--- config.mk ---
export PLATFORM = sky130hd
export DESIGN_NAME = hazard_scoreboard_flat
export DESIGN_NICKNAME = d
export VERILOG_FILES = /design/src/rtl/hazard_scoreboard_pkg.sv /design/src/rtl/hazard_scoreboard_if.sv /design/src/rtl/hazard_scoreboard_sb_entry.sv /design/src/rtl/hazard_scoreboard.sv /design/src/flat_wrapper.sv
export SDC_FILE = /design/constraint.sdc
export NUM_CORES = 1
export LEC_CHECK = 0
export ABC_AREA = 1
export BUFFER_PORTS_ARGS = -buffer_cell sky130_fd_sc_hd__buf_2
export CORE_UTILIZATION = 55
export DETAILED_ROUTE_END_ITERATION = 8
export GPL_ROUTABILITY_DRIVEN = 0
export HOLD_SLACK_MARGIN = 0.05
export PLACE_DENSITY = 0.73
export SYNTH_ARGS = -nofsm -noshare
export SYNTH_HDL_FRONTEND = slang
export SYNTH_SLANG_ARGS = --single-unit
--- constraint.sdc ---
create_clock -name clk -period 4.5 [get_ports clk]
set_input_delay 0.675 -clock clk [delete_from_list [all_inputs] [get_ports clk]]
set_output_delay 0.675 -clock clk [all_outputs]
set_load 0.1 [all_outputs]
--- src/rtl/hazard_scoreboard_pkg.sv ---
// Shared constants, types and helpers for the hazard scoreboard.
// Latency: n/a (compile-time only).
// Backpressure: n/a.
package hazard_pkg;

   // Forwarding select value meaning "read the register file".
   localparam int FWD_RF = 0;

   // Default-width age and latency types (DEPTH=3 pipeline).
   typedef logic [1:0] age_t;
   typedef logic [1:0] lat_t;

   // Latencies outside 1..depth-1 are treated as the slowest legal class.
   function automatic int clamp_lat(input int lat, input int depth);
      return ((lat < 1) || (lat >= depth)) ? (depth - 1) : lat;
   endfunction

endpackage

--- src/rtl/hazard_scoreboard_if.sv ---
// ID-stage decode inputs and hazard/forwarding outputs of the scoreboard.
// Latency: wires only.
// Backpressure: stall is the backpressure towards IF/ID.
interface hazard_scoreboard_if #(
   parameter int NREGS = 32,
   parameter int RW    = 5,
   parameter int LW    = 2,
   parameter int SW    = 2,
   parameter int CNTW  = 16
);
   logic             hold;
   logic             flush;
   logic             id_valid;
   logic [RW-1:0]    id_rs1;
   logic [RW-1:0]    id_rs2;
   logic             id_use1;
   logic             id_use2;
   logic             id_wen;
   logic [RW-1:0]    id_rd;
   logic [LW-1:0]    id_lat;
   logic             stall;
   logic             issue;
   logic             id_wb_byp1;
   logic             id_wb_byp2;
   logic [SW-1:0]    ex_fwd1;
   logic [SW-1:0]    ex_fwd2;
   logic [NREGS-1:0] busy_vec;
   logic [CNTW-1:0]  stall_cnt;

   // Pipeline control side: drives decode fields, reads hazard results.
   modport master (
      output hold, flush, id_valid, id_rs1, id_rs2, id_use1, id_use2,
             id_wen, id_rd, id_lat,
      input  stall, issue, id_wb_byp1, id_wb_byp2, ex_fwd1, ex_fwd2,
             busy_vec, stall_cnt
   );

   // Scoreboard side.
   modport slave (
      input  hold, flush, id_valid, id_rs1, id_rs2, id_use1, id_use2,
             id_wen, id_rd, id_lat,
      output stall, issue, id_wb_byp1, id_wb_byp2, ex_fwd1, ex_fwd2,
             busy_vec, stall_cnt
   );
endinterface

--- src/rtl/hazard_scoreboard_sb_entry.sv ---
// One register's in-flight writer tracking: busy flag, pipeline age, latency class.
// Latency: state updates on the clock edge after set.
// Backpressure: hold freezes the entry completely.
module sb_entry #(
   parameter int DEPTH = 3,
   parameter int SW    = 2,
   parameter int LW    = 2
) (
   input  logic          clk,
   input  logic          reset,
   input  logic          hold,
   input  logic          set,
   input  logic [LW-1:0] lat_in,
   output logic          busy,
   output logic [SW-1:0] age,
   output logic [LW-1:0] lat
);
   logic          busy_q, busy_d;
   logic [SW-1:0] age_q, age_d;
   logic [LW-1:0] lat_q, lat_d;

   // Next state: a new writer always wins (WAW), otherwise age until WB then retire.
   always_comb begin
      busy_d = busy_q;
      age_d  = age_q;
      lat_d  = lat_q;
      if (!hold) begin
         if (set) begin
            busy_d = 1'b1;
            age_d  = SW'(1);
            lat_d  = lat_in;
         end else if (busy_q) begin
            if (age_q == SW'(DEPTH)) begin
               busy_d = 1'b0;
               age_d  = '0;
            end else begin
               age_d  = age_q + SW'(1);
            end
         end
      end
   end

   // Entry state register.
   always_ff @(posedge clk or negedge reset) begin
      if (!reset) begin
         busy_q <= 1'b0;
         age_q  <= '0;
         lat_q  <= '0;
      end else begin
         busy_q <= busy_d;
         age_q  <= age_d;
         lat_q  <= lat_d;
      end
   end

   assign busy = busy_q;
   assign age  = age_q;
   assign lat  = lat_q;
endmodule

--- src/rtl/hazard_scoreboard.sv ---
// Scoreboard for in-order pipelines: ID stall/issue and registered EX forwarding selects.
// Latency: stall/issue/id_wb_byp combinational; ex_fwd, busy_vec, stall_cnt one cycle.
// Backpressure: stall holds IF/ID and bubbles ID/EX; hold freezes all state.
module hazard_scoreboard
   import hazard_pkg::*;
#(
   parameter int NREGS = 32,
   parameter int RW    = 5,
   parameter int DEPTH = 3,
   parameter int LW    = 2,
   parameter int SW    = 2,
   parameter int CNTW  = 16
) (
   input logic               clk,
   input logic               reset,
   hazard_scoreboard_if.slave bus
);
   logic [NREGS-1:0] busy;
   logic [SW-1:0]    age_arr [NREGS];
   logic [LW-1:0]    lat_arr [NREGS];
   logic [LW-1:0]    lat_clamped;
   logic             wr_issue;

   logic [RW-1:0]    src_rs    [2];
   logic             src_use   [2];
   logic             src_stall [2];
   logic             src_byp   [2];
   logic [SW-1:0]    src_fwd   [2];

   logic             stall, issue;
   logic [SW-1:0]    ex_fwd1_q, ex_fwd1_d;
   logic [SW-1:0]    ex_fwd2_q, ex_fwd2_d;
   logic [CNTW-1:0]  stall_cnt_q, stall_cnt_d;

   assign lat_clamped = LW'(clamp_lat(int'(bus.id_lat), DEPTH));
   assign wr_issue    = issue & bus.id_wen;

   // Register 0 is hard-wired zero and never has a writer.
   assign busy[0]    = 1'b0;
   assign age_arr[0] = '0;
   assign lat_arr[0] = '0;

   for (genvar r = 1; r < NREGS; r++) begin : g_entry
      sb_entry #(.DEPTH(DEPTH), .SW(SW), .LW(LW)) u_entry (
         .clk    (clk),
         .reset  (reset),
         .hold   (bus.hold),
         .set    (wr_issue && (bus.id_rd == RW'(r))),
         .lat_in (lat_clamped),
         .busy   (busy[r]),
         .age    (age_arr[r]),
         .lat    (lat_arr[r])
      );
   end

   assign src_rs[0]  = bus.id_rs1;
   assign src_rs[1]  = bus.id_rs2;
   assign src_use[0] = bus.id_use1;
   assign src_use[1] = bus.id_use2;

   // Per-source hazard check: too young stalls, in flight forwards, at WB bypasses in ID.
   always_comb begin
      for (int s = 0; s < 2; s++) begin
         src_stall[s] = 1'b0;
         src_byp[s]   = 1'b0;
         src_fwd[s]   = SW'(FWD_RF);
         if (src_use[s] && (src_rs[s] != '0) && busy[src_rs[s]]) begin
            if (int'(age_arr[src_rs[s]]) < int'(lat_arr[src_rs[s]])) begin
               src_stall[s] = 1'b1;
            end else if (int'(age_arr[src_rs[s]]) < DEPTH) begin
               src_fwd[s] = age_arr[src_rs[s]] + SW'(1);
            end else begin
               src_byp[s] = 1'b1;
            end
         end
      end
   end

   assign stall = bus.id_valid & (src_stall[0] | src_stall[1]);
   assign issue = bus.id_valid & ~stall & ~bus.flush & ~bus.hold;

   // Forward selects follow the issued instruction into EX; bubbles read the register file.
   always_comb begin
      ex_fwd1_d   = ex_fwd1_q;
      ex_fwd2_d   = ex_fwd2_q;
      stall_cnt_d = stall_cnt_q;
      if (!bus.hold) begin
         ex_fwd1_d = issue ? src_fwd[0] : SW'(FWD_RF);
         ex_fwd2_d = issue ? src_fwd[1] : SW'(FWD_RF);
         if (stall && (stall_cnt_q != '1)) begin
            stall_cnt_d = stall_cnt_q + CNTW'(1);
         end
      end
   end

   // EX forwarding selects and saturating stall counter.
   always_ff @(posedge clk or negedge reset) begin
      if (!reset) begin
         ex_fwd1_q   <= '0;
         ex_fwd2_q   <= '0;
         stall_cnt_q <= '0;
      end else begin
         ex_fwd1_q   <= ex_fwd1_d;
         ex_fwd2_q   <= ex_fwd2_d;
         stall_cnt_q <= stall_cnt_d;
      end
   end

   assign bus.stall      = stall;
   assign bus.issue      = issue;
   assign bus.id_wb_byp1 = src_byp[0];
   assign bus.id_wb_byp2 = src_byp[1];
   assign bus.ex_fwd1    = ex_fwd1_q;
   assign bus.ex_fwd2    = ex_fwd2_q;
   assign bus.busy_vec   = busy;
   assign bus.stall_cnt  = stall_cnt_q;
endmodule

--- src/flat_wrapper.sv ---
// flat-port wrapper written by rule: the top's interface ports become plain ports
module hazard_scoreboard_flat import hazard_pkg::*;
#(
   parameter int NREGS = 32,
   parameter int RW    = 5,
   parameter int DEPTH = 3,
   parameter int LW    = 2,
   parameter int SW    = 2,
   parameter int CNTW  = 16
)
  (clk, reset, bus_hold, bus_flush, bus_id_valid, bus_id_rs1, bus_id_rs2, bus_id_use1, bus_id_use2, bus_id_wen, bus_id_rd, bus_id_lat, bus_stall, bus_issue, bus_id_wb_byp1, bus_id_wb_byp2, bus_ex_fwd1, bus_ex_fwd2, bus_busy_vec, bus_stall_cnt);
  hazard_scoreboard_if #(.NREGS(NREGS), .RW(RW), .LW(LW), .SW(SW), .CNTW(CNTW)) bus_i ();
  input logic clk;
  input logic reset;
  input wire logic [$bits(bus_i.hold)-1:0] bus_hold;
  input wire logic [$bits(bus_i.flush)-1:0] bus_flush;
  input wire logic [$bits(bus_i.id_valid)-1:0] bus_id_valid;
  input wire logic [$bits(bus_i.id_rs1)-1:0] bus_id_rs1;
  input wire logic [$bits(bus_i.id_rs2)-1:0] bus_id_rs2;
  input wire logic [$bits(bus_i.id_use1)-1:0] bus_id_use1;
  input wire logic [$bits(bus_i.id_use2)-1:0] bus_id_use2;
  input wire logic [$bits(bus_i.id_wen)-1:0] bus_id_wen;
  input wire logic [$bits(bus_i.id_rd)-1:0] bus_id_rd;
  input wire logic [$bits(bus_i.id_lat)-1:0] bus_id_lat;
  output wire logic [$bits(bus_i.stall)-1:0] bus_stall;
  output wire logic [$bits(bus_i.issue)-1:0] bus_issue;
  output wire logic [$bits(bus_i.id_wb_byp1)-1:0] bus_id_wb_byp1;
  output wire logic [$bits(bus_i.id_wb_byp2)-1:0] bus_id_wb_byp2;
  output wire logic [$bits(bus_i.ex_fwd1)-1:0] bus_ex_fwd1;
  output wire logic [$bits(bus_i.ex_fwd2)-1:0] bus_ex_fwd2;
  output wire logic [$bits(bus_i.busy_vec)-1:0] bus_busy_vec;
  output wire logic [$bits(bus_i.stall_cnt)-1:0] bus_stall_cnt;
  assign bus_i.hold = bus_hold;
  assign bus_i.flush = bus_flush;
  assign bus_i.id_valid = bus_id_valid;
  assign bus_i.id_rs1 = bus_id_rs1;
  assign bus_i.id_rs2 = bus_id_rs2;
  assign bus_i.id_use1 = bus_id_use1;
  assign bus_i.id_use2 = bus_id_use2;
  assign bus_i.id_wen = bus_id_wen;
  assign bus_i.id_rd = bus_id_rd;
  assign bus_i.id_lat = bus_id_lat;
  assign bus_stall = bus_i.stall;
  assign bus_issue = bus_i.issue;
  assign bus_id_wb_byp1 = bus_i.id_wb_byp1;
  assign bus_id_wb_byp2 = bus_i.id_wb_byp2;
  assign bus_ex_fwd1 = bus_i.ex_fwd1;
  assign bus_ex_fwd2 = bus_i.ex_fwd2;
  assign bus_busy_vec = bus_i.busy_vec;
  assign bus_stall_cnt = bus_i.stall_cnt;
  hazard_scoreboard #(.NREGS(NREGS), .RW(RW), .DEPTH(DEPTH), .LW(LW), .SW(SW), .CNTW(CNTW)) u_core (.clk(clk), .reset(reset), .bus(bus_i));
endmodule
==> results of run 1 <==
[power by group through the flow]
stage	Sequential, mW	Combinational, mW	Clock (mW)
2_1_floorplan	2.58	2.72	0
3_3_place_gp	2.61	3.26	0
3_5_place_dp	2.61	3.34	0
4_1_cts	2.59	3.35	1.53
5_1_grt	2.66	3.68	1.60
6_report	2.62	3.35	1.52
[registers in the layout (all words and copies together) (netlist names)]
| signal | count |
|---|---|
| u_core.g_entry.u_entry.age | 62 |
| u_core.g_entry.u_entry.lat | 62 |
| u_core.g_entry.u_entry.busy | 31 |
| u_core.bus.stall_cnt | 16 |
| u_core.bus.ex_fwd1 | 2 |
| u_core.bus.ex_fwd2 | 2 |
[placed cells by master, fill, tap and decap left out, types with 2 or more instances in the layout]
cell        Yosys  final
inv_8           0      4
o22ai_1         5      5
a21oi_1        42     42
o21ai_1         4      4
xor2_1         12     12
nor3_1         15     15
and3_1          2      2
o21ai_0       158    158
nand3_4        26     26
nor2_8          2      2
or2_2           3      3
nand3_2         2      2
clkinvlp_4      0      2
buf_4          42     24
inv_1         175    175
o2111ai_1       3      3
dfrtp_1       175    175
a221oi_1        8      8
clkbuf_16       0     17
inv_6           3      7
buf_12          3      8
nor2_2          6      7
nand2_2        38     38
clkinv_4        0      2
o211ai_1       32     32
buf_2          19     74
diode_2         0      2
nand4_1        37     37
nand3_1       180    180
ha_1           36     36
nand2_1       503    503
nor2_1         93     92
inv_2           2      2
xnor2_1         3      3
nor4_1          4      4
[worst max-delay path by stage]
| stage | cells past startpoint | slack (ns) | endpoint |
|---|---|---|---|
| after detailed placement | 19 | 0.45 | u_core.g_entry[31].u_entry.age[0]$_DFFE_PN0P_ |
| final | 16 | 0.43 | bus_issue |
| after global routing | 16 | 0.25 | bus_issue |
| after CTS | 16 | 0.48 | bus_issue |
| after global placement | 19 | 0.47 | u_core.g_entry[31].u_entry.age[0]$_DFFE_PN0P_ |
| after floorplan | 17 | 0.15 | bus_id_wb_byp1 |
[final cells by class]
cell class	instances	area (sq um)	area share, %
multi-input cells	1225	6370	48.6
flip-flops and latches	175	4380	33.4
repair buffers	107	722	5.51
inverters	182	701	5.35
clock buffers	19	443	3.38
well taps	280	350	2.67
clock inverters	13	143	1.09
diodes	2	5.00	0.0382
[per-layer routing]
layer,routed length [um],share of wire (%)
met2,16100,45
met4,1550,4.3
met5,0,0
met1,15400,43
met3,3070,8.5
[cells by family after synthesis]
logic type | after synthesis | share of synthesized area (%)
AO/OA/AOI/OAI | 259 | 11.9
buffers and inverters | 298 | 12.0
adder cells (fa/ha/maj) | 36 | 3.69
AND/OR/NAND/NOR | 914 | 35.5
other | 1 | 0.0307
XOR/XNOR | 15 | 1.08
flip-flops | 175 | 35.9
[metrics by stage]
stage,std cells,utilization (%)
after floorplan,1698,-
after global placement,1969,57.5
after detailed placement,1969,57.5
after CTS,2001,60.2
after global routing,2003,60.3
final,2003,60.3
==> results.md, run 1 <==
* Busiest layer in global routing: met2
* Final setup fails at 0
* Nets at around 1,800
* Syn. warnings at 0
* Static leakage at around 6.5 nW
* DR vias at about 12,000
* Cell chain of the critical path: buf_2 -> inv_6 -> nand2_8 -> inv_6 -> a221oi_1 -> o21ai_0 -> nand3_1 -> nand2_1 -> nand2_1 -> o311ai_0 -> ha_1 -> nand2_2 -> nand3_2 -> nand2_4 -> nor2_8 -> buf_12
* Share of cells above drive strength 1 at around an eighth
* Initial core utilization at a little under three fifths
* Chip Width at 151 um
* Number of synthesized flops with an enable pin at 0
* Crit start category: input port
* Drt first pass iters at 8
* Met1 usage at ~44%
* First-pass GRT wire length at 57.0 mm
* Largest net degree at the start of global routing at 97
* Tmin final at about 4 ns
* Clock power share at between 20% and 30%
* Worst skew pair latency at about 0.45 ns
* Crit-path max FO at 26
* Synth cell types at 46
* Maximum clock rate at about 250 MHz
* CTS H-tree lvls at 4
* Pins Over Slew Limit at 0
* M2 GR Usage at around half
* DRT Wirelength at ~36 mm
* CTS root buf: clkbuf_16
* CTS clk-pin slew, worst paths at approximately 0.080 ns
* Chip Height at approximately 150 um
* Area leader, netlist: dfrtp_1
* Hold Crit Class: in2async
* All-Layer GR Usage at between 30% and 40%
* Outcome: finished, violations left
* Skew final at roughly 0.016 ns
* Die area at between 20,000 and 25,000 sq um
* RSZ-0062 raised after global routing: no
* Final worst setup slack at about 0.43 ns
* Cell internal pwr at ~3.7 mW
* Crit. End Element: output pin
* Delay-heaviest family, CP: simple AND/OR/NAND/NOR gates
* Area grow syn2layout at 7.42%
* Setup slack, reg-to-reg at approximately 1.1 ns
* GR Layer Usage met3 at 5.72%
* Most used DFF post-synth: dfrtp_1
* Synth Cell Area at ~12,000 sq um
* WL/cell at 18.1 um
* Synth area leaders: dfrtp_1 36%, nand2_1 15%, nand3_1 7.4%
* Max_slew headroom at roughly 23%
* Layout fillers at roughly 2,000
* Cell Rows at 54
* Area share of the largest cell type after synthesis at between 30% and 40%
* Reg2Reg Launch Point: u_core.g_entry[6].u_entry.age[1]$_DFFE_PN0P_
* Combinational power share at ~45%
* Post-Route Setup TNS at 0 ns
* Worst path bufs/invs at 4
* DRC errors left at 1
* DP HPWL at about 26 mm
* Crit-path max cell delay at between 0.3 and 0.4 ns
* Gate Count Post-Synth at ~1,700
* Boundary Pins at just over 80
* Placed cell area at 12,500 sq um
* Initial antenna violation count at 2
* Switching part of the total at around half
* Tot Pwr at approximately 7.5 mW
* Max cap viols at 0
* Num CTS Buffers at 17
* Failing checks: DRC
* R2r endpoint: u_core.g_entry[30].u_entry.age[1]$_DFFE_PN0P_
* Async set-reset flop share out of synthesis at 100%
* Initial DRC count at about 1,300
* Flop pwr share at between 30% and 40%
* Sequential fraction of the synthesis area at a little over a third
* Fin crit share at 90.5%
* Grt ovf at 0
* Setup CP Type: in2out
* Switching power at approximately 3.8 mW
* Crit-path slowest cell: ha_1
* Max IR drop VDD at roughly 0.53 mV
* Setup Fix Bufs, Post-CTS at 0
* ANT nets after route at 0
* Req. time, crit path at 3.83 ns
* Dpl ws at between 0.4 and 0.5 ns
* Final Cell Area at roughly 13,000 sq um
* Most common cell in the netlist: nand2_1
* Number of I/O port buffers at between 70 and 80
* Syn Area/Cell at approximately 7.2 sq um
* Fin Hold WS at a little over 0.3 ns
* Vias in the first global route at 10,800
* TritonCTS clock tree: built
* CTS Sinks at between 150 and 200
* Core area at 21,800 sq um
* Arr. time, crit path at between 3 and 4 ns
* Worst Reg-to-Reg Cells at 16
* CTS max path bufs at 2
* Cell Pwr Density at roughly 570 nW/um^2
* Post-synth top cells: 503 x nand2_1, 180 x nand3_1, 175 x dfrtp_1, 175 x inv_1, 158 x o21ai_0
* Post-CTS sizing at 0
* Critical path origin: bus_id_rs1[1]
* DR vias/cell at between 5 and 6
* Syn_nets at 1,759
* Fin. Hold Viols at 0
* Synthesized flop and latch total at 175
* Hold Buf Count CTS at 0
* Slew @ Worst Pin at roughly 1.2 ns
(Power assumes the default switching activity.)
==> run 2, diff against run 1 <==
- clock period: 4.5 -> 4.6 ns (I/O delays scaled with it)
==> run 2 against run 1 <==
  * The run still ends with DRC left
  * Largest cell class unchanged
  * Hold slack better by 0.067 ns
  * Clock-buffer cell count rose by 3
  * Combinational power fell by 2%
  * Core utilization shrank 0.25 points
  * Largest power group unchanged
==> results.md, run 2 (synthesis results as in run 1) <==
* Outcome: finished, violations left
* Failing checks: DRC
* Maximum clock rate at ~250 MHz
* ANT nets after route at 0 (unchanged)
* Number of I/O port buffers at 79 (unchanged)
* Share of cells above drive strength 1 at 12.7% (-0.41 points)
* Tmin final at ~4 ns
* Delay-heaviest family, CP: compound AO/OA/AOI/OAI gates
* Clock power share at 20.0% (-0.3 points)
* Area grow syn2layout at 6.97%
* Layout fillers at 2,036 (+1.9%)
* RSZ-0062 raised after global routing: no
* Hold Crit Class: in2async
* Switching power at 3.73 mW (-2.8%)
* Pins Over Slew Limit at 0 (unchanged)
* Cell chain of the critical path: buf_2 -> buf_4 -> a21oi_1 -> o21ai_0 -> o211ai_1 -> o211ai_1 -> a21oi_1 -> a311oi_1 -> ha_1 -> nand2_2 -> nand3_2 -> a21boi_2 -> buf_12
* Num CTS Buffers at 17 (unchanged)
* Nets at 1,761 (-0.45%)
* Placed cell area at 12,500 sq um (-0.38%)
* Met3 wire length at 3.29 mm (+7.2%)
* Worst skew pair latency at 0.45 ns (about the same)
* Boundary Pins at 81 (unchanged)
* Hold Buf Count CTS at 0 (unchanged)
* Die area at 22,800 sq um (unchanged)
* Setup Fix Bufs, Post-CTS at 0 (unchanged)
* Cell Rows at 54 (unchanged)
* Cell total after placement at 1,961 (-0.41%)
* Setup slack, reg-to-reg at 1.40 ns (+0.28 ns)
* Combinational power share at 44.8% (about the same)
* Most frequent cells in the layout: 503 x nand2_1, 180 x nand3_1, 175 x inv_1, 175 x dfrtp_1, 158 x o21ai_0
* Switching part of the total at 50.9% (-0.30 points)
* DRT Wirelength at 36.1 mm (-0.33%)
* Max IR drop VDD at 0.480 mV (-10%)
* Fin cells at 1,993 (-0.50%)
* Crit start category: input port
* CTS Sinks at 175 (unchanged)
* Final worst setup slack at 0.597 ns (+0.171 ns)
* Static leakage at 6.46 nW (-0.51%)
* Core area at 21,800 sq um (unchanged)
* DP HPWL at 25.8 mm (about the same)
* R2r endpoint: u_core.g_entry[9].u_entry.age[1]$_DFFE_PN0P_
* Cell Pwr Density at 562 nW/um^2 (-1.8%)
* Fin. Hold Viols at 0 (unchanged)
* Post-Route Setup TNS at 0 ns (unchanged)
* Arr. time, crit path at 3.31 ns (-0.09 ns)
* Skew final at 0.0100 ns (-0.00646 ns)
* Worst Reg-to-Reg Cells at 18 (+2)
* Worst path bufs/invs at 3 (-1)
* Crit-path max FO at 32 (+23%)
* Final setup fails at 0 (unchanged)
* CTS H-tree lvls at 4 (unchanged)
* Met2 WL at 16.0 mm (-1.1%)
* First-pass GRT wire length at 57.6 mm (+0.99%)
* Initial core utilization at 56.1% (unchanged)
* Crit. End Element: output pin
* CTS max path bufs at 2 (unchanged)
* Slew @ Worst Pin at 1.09 ns (-0.0706 ns)
* Crit-path max cell delay at 0.39 ns (about the same)
* Final Cell Area at 13,100 sq um (-0.42%)
* CTS clk-pin slew, worst paths at 0.07 ns (about the same)
* Critical path origin: bus_id_rs1[0]
* Grt ovf at 0 (unchanged)
* Tot Pwr at 7.33 mW (-2.2%)
* Initial DRC count at 1,438 (+11%)
* Largest net degree at the start of global routing at 111 (+14%)
* Cell internal pwr at 3.60 mW (-1.6%)
* TritonCTS clock tree: built
* M1 WL at 15.1 mm (-2.3%)
* Max_slew headroom at 27.3% (+4.7 points)
* Commonest non-fill, non-tap cell in the layout: nand2_1
* Setup CP Type: in2out
* Fin crit share at 87.0%
* Final Core Density at 60.0% (-0.25 points)
* Fin Hold WS at 0.372 ns (+0.0675 ns)
* Drt first pass iters at 8 (unchanged)
* Crit-path slowest cell: buf_4
* Flop pwr share at 35.2% (+0.2 points)
* Reg2Reg Launch Point: u_core.g_entry[20].u_entry.age[1]$_DFFE_PN0P_
* WL/cell at 18.1 um (+0.17%)
* DRC errors left at 1 (unchanged)
* Req. time, crit path at 3.91 ns (+0.08 ns)
* DR vias/cell at 5.86 (-0.45%)
* Dpl ws at 0.675 ns (+0.226 ns)
* CTS root buf: clkbuf_16
* DR vias at 11,700 (-0.95%)
* Vias in the first global route at 10,700 (-1.5%)
* Initial antenna violation count at 0 (-2)
* Max cap viols at 0 (unchanged)
* Chip Width at 151 um (unchanged)
* Highest Signal Layer: met4
* # diodes at 0 (-2)
* All-Layer GR Usage at 33.2% (+0.40 points)
* Post-CTS sizing at 0 (unchanged)
* Chip Height at 151 um (unchanged)
run 2: worst max-delay path by stage:
stage,end,cells past startpoint,slack (ns)
2_1_floorplan,bus_id_wb_byp1,17,0.22
3_3_place_gp,bus_stall,13,0.71
3_5_place_dp,bus_stall,13,0.67
4_1_cts,bus_stall,13,0.65
5_1_grt,bus_stall,13,0.43
6_report,bus_stall,13,0.60
run 2: power by group through the flow:
stage                     Clock (mW)  Sequential (mW)  Combinational (mW)
after global routing            1.55             2.63                3.63
after floorplan                    0             2.53                2.67
final                           1.47             2.58                3.28
after detailed placement           0             2.57                3.26
after global placement             0             2.57                3.18
after CTS                       1.49             2.56                3.27
run 2: cell type report:
| cell class | instances | area (sq um) | share of cell area, % |
|---|---|---|---|
| clock buffer | 22 | 484 | 3.71 |
| clock inverter | 10 | 98.8 | 0.757 |
| inverter | 182 | 701 | 5.37 |
| multi-input combinational | 1225 | 6370 | 48.8 |
| sequential | 175 | 4380 | 33.5 |
| tap | 280 | 350 | 2.68 |
| timing repair buffer | 99 | 674 | 5.17 |
run 2: worst register-to-register path, cell delays in order, from the launching register on:
cell	delay (ns)
dfrtp_1	0.48
a221oi_1	0.32
o21ai_0	0.13
nand3_1	0.11
nand2_1	0.07
nand2_1	0.05
o311ai_0	0.14
buf_4	0.18
ha_1	0.28
nand2_2	0.06
nand3_2	0.11
nand2_4	0.08
nor2_8	0.13
buf_12	0.27
nand3_1	0.29
nand2_1	0.17
nand2_1	0.09
nand2_1	0.09
nand2_1	0.05
run 2: metal layers:
metal | GRT usage (%) | vias to the layer above
met5 | 0 | -
met4 | 17.0 | 0
met3 | 7.50 | 121
met2 | 50.6 | 564
met1 | 44.1 | 5455
li1 | - | 5532
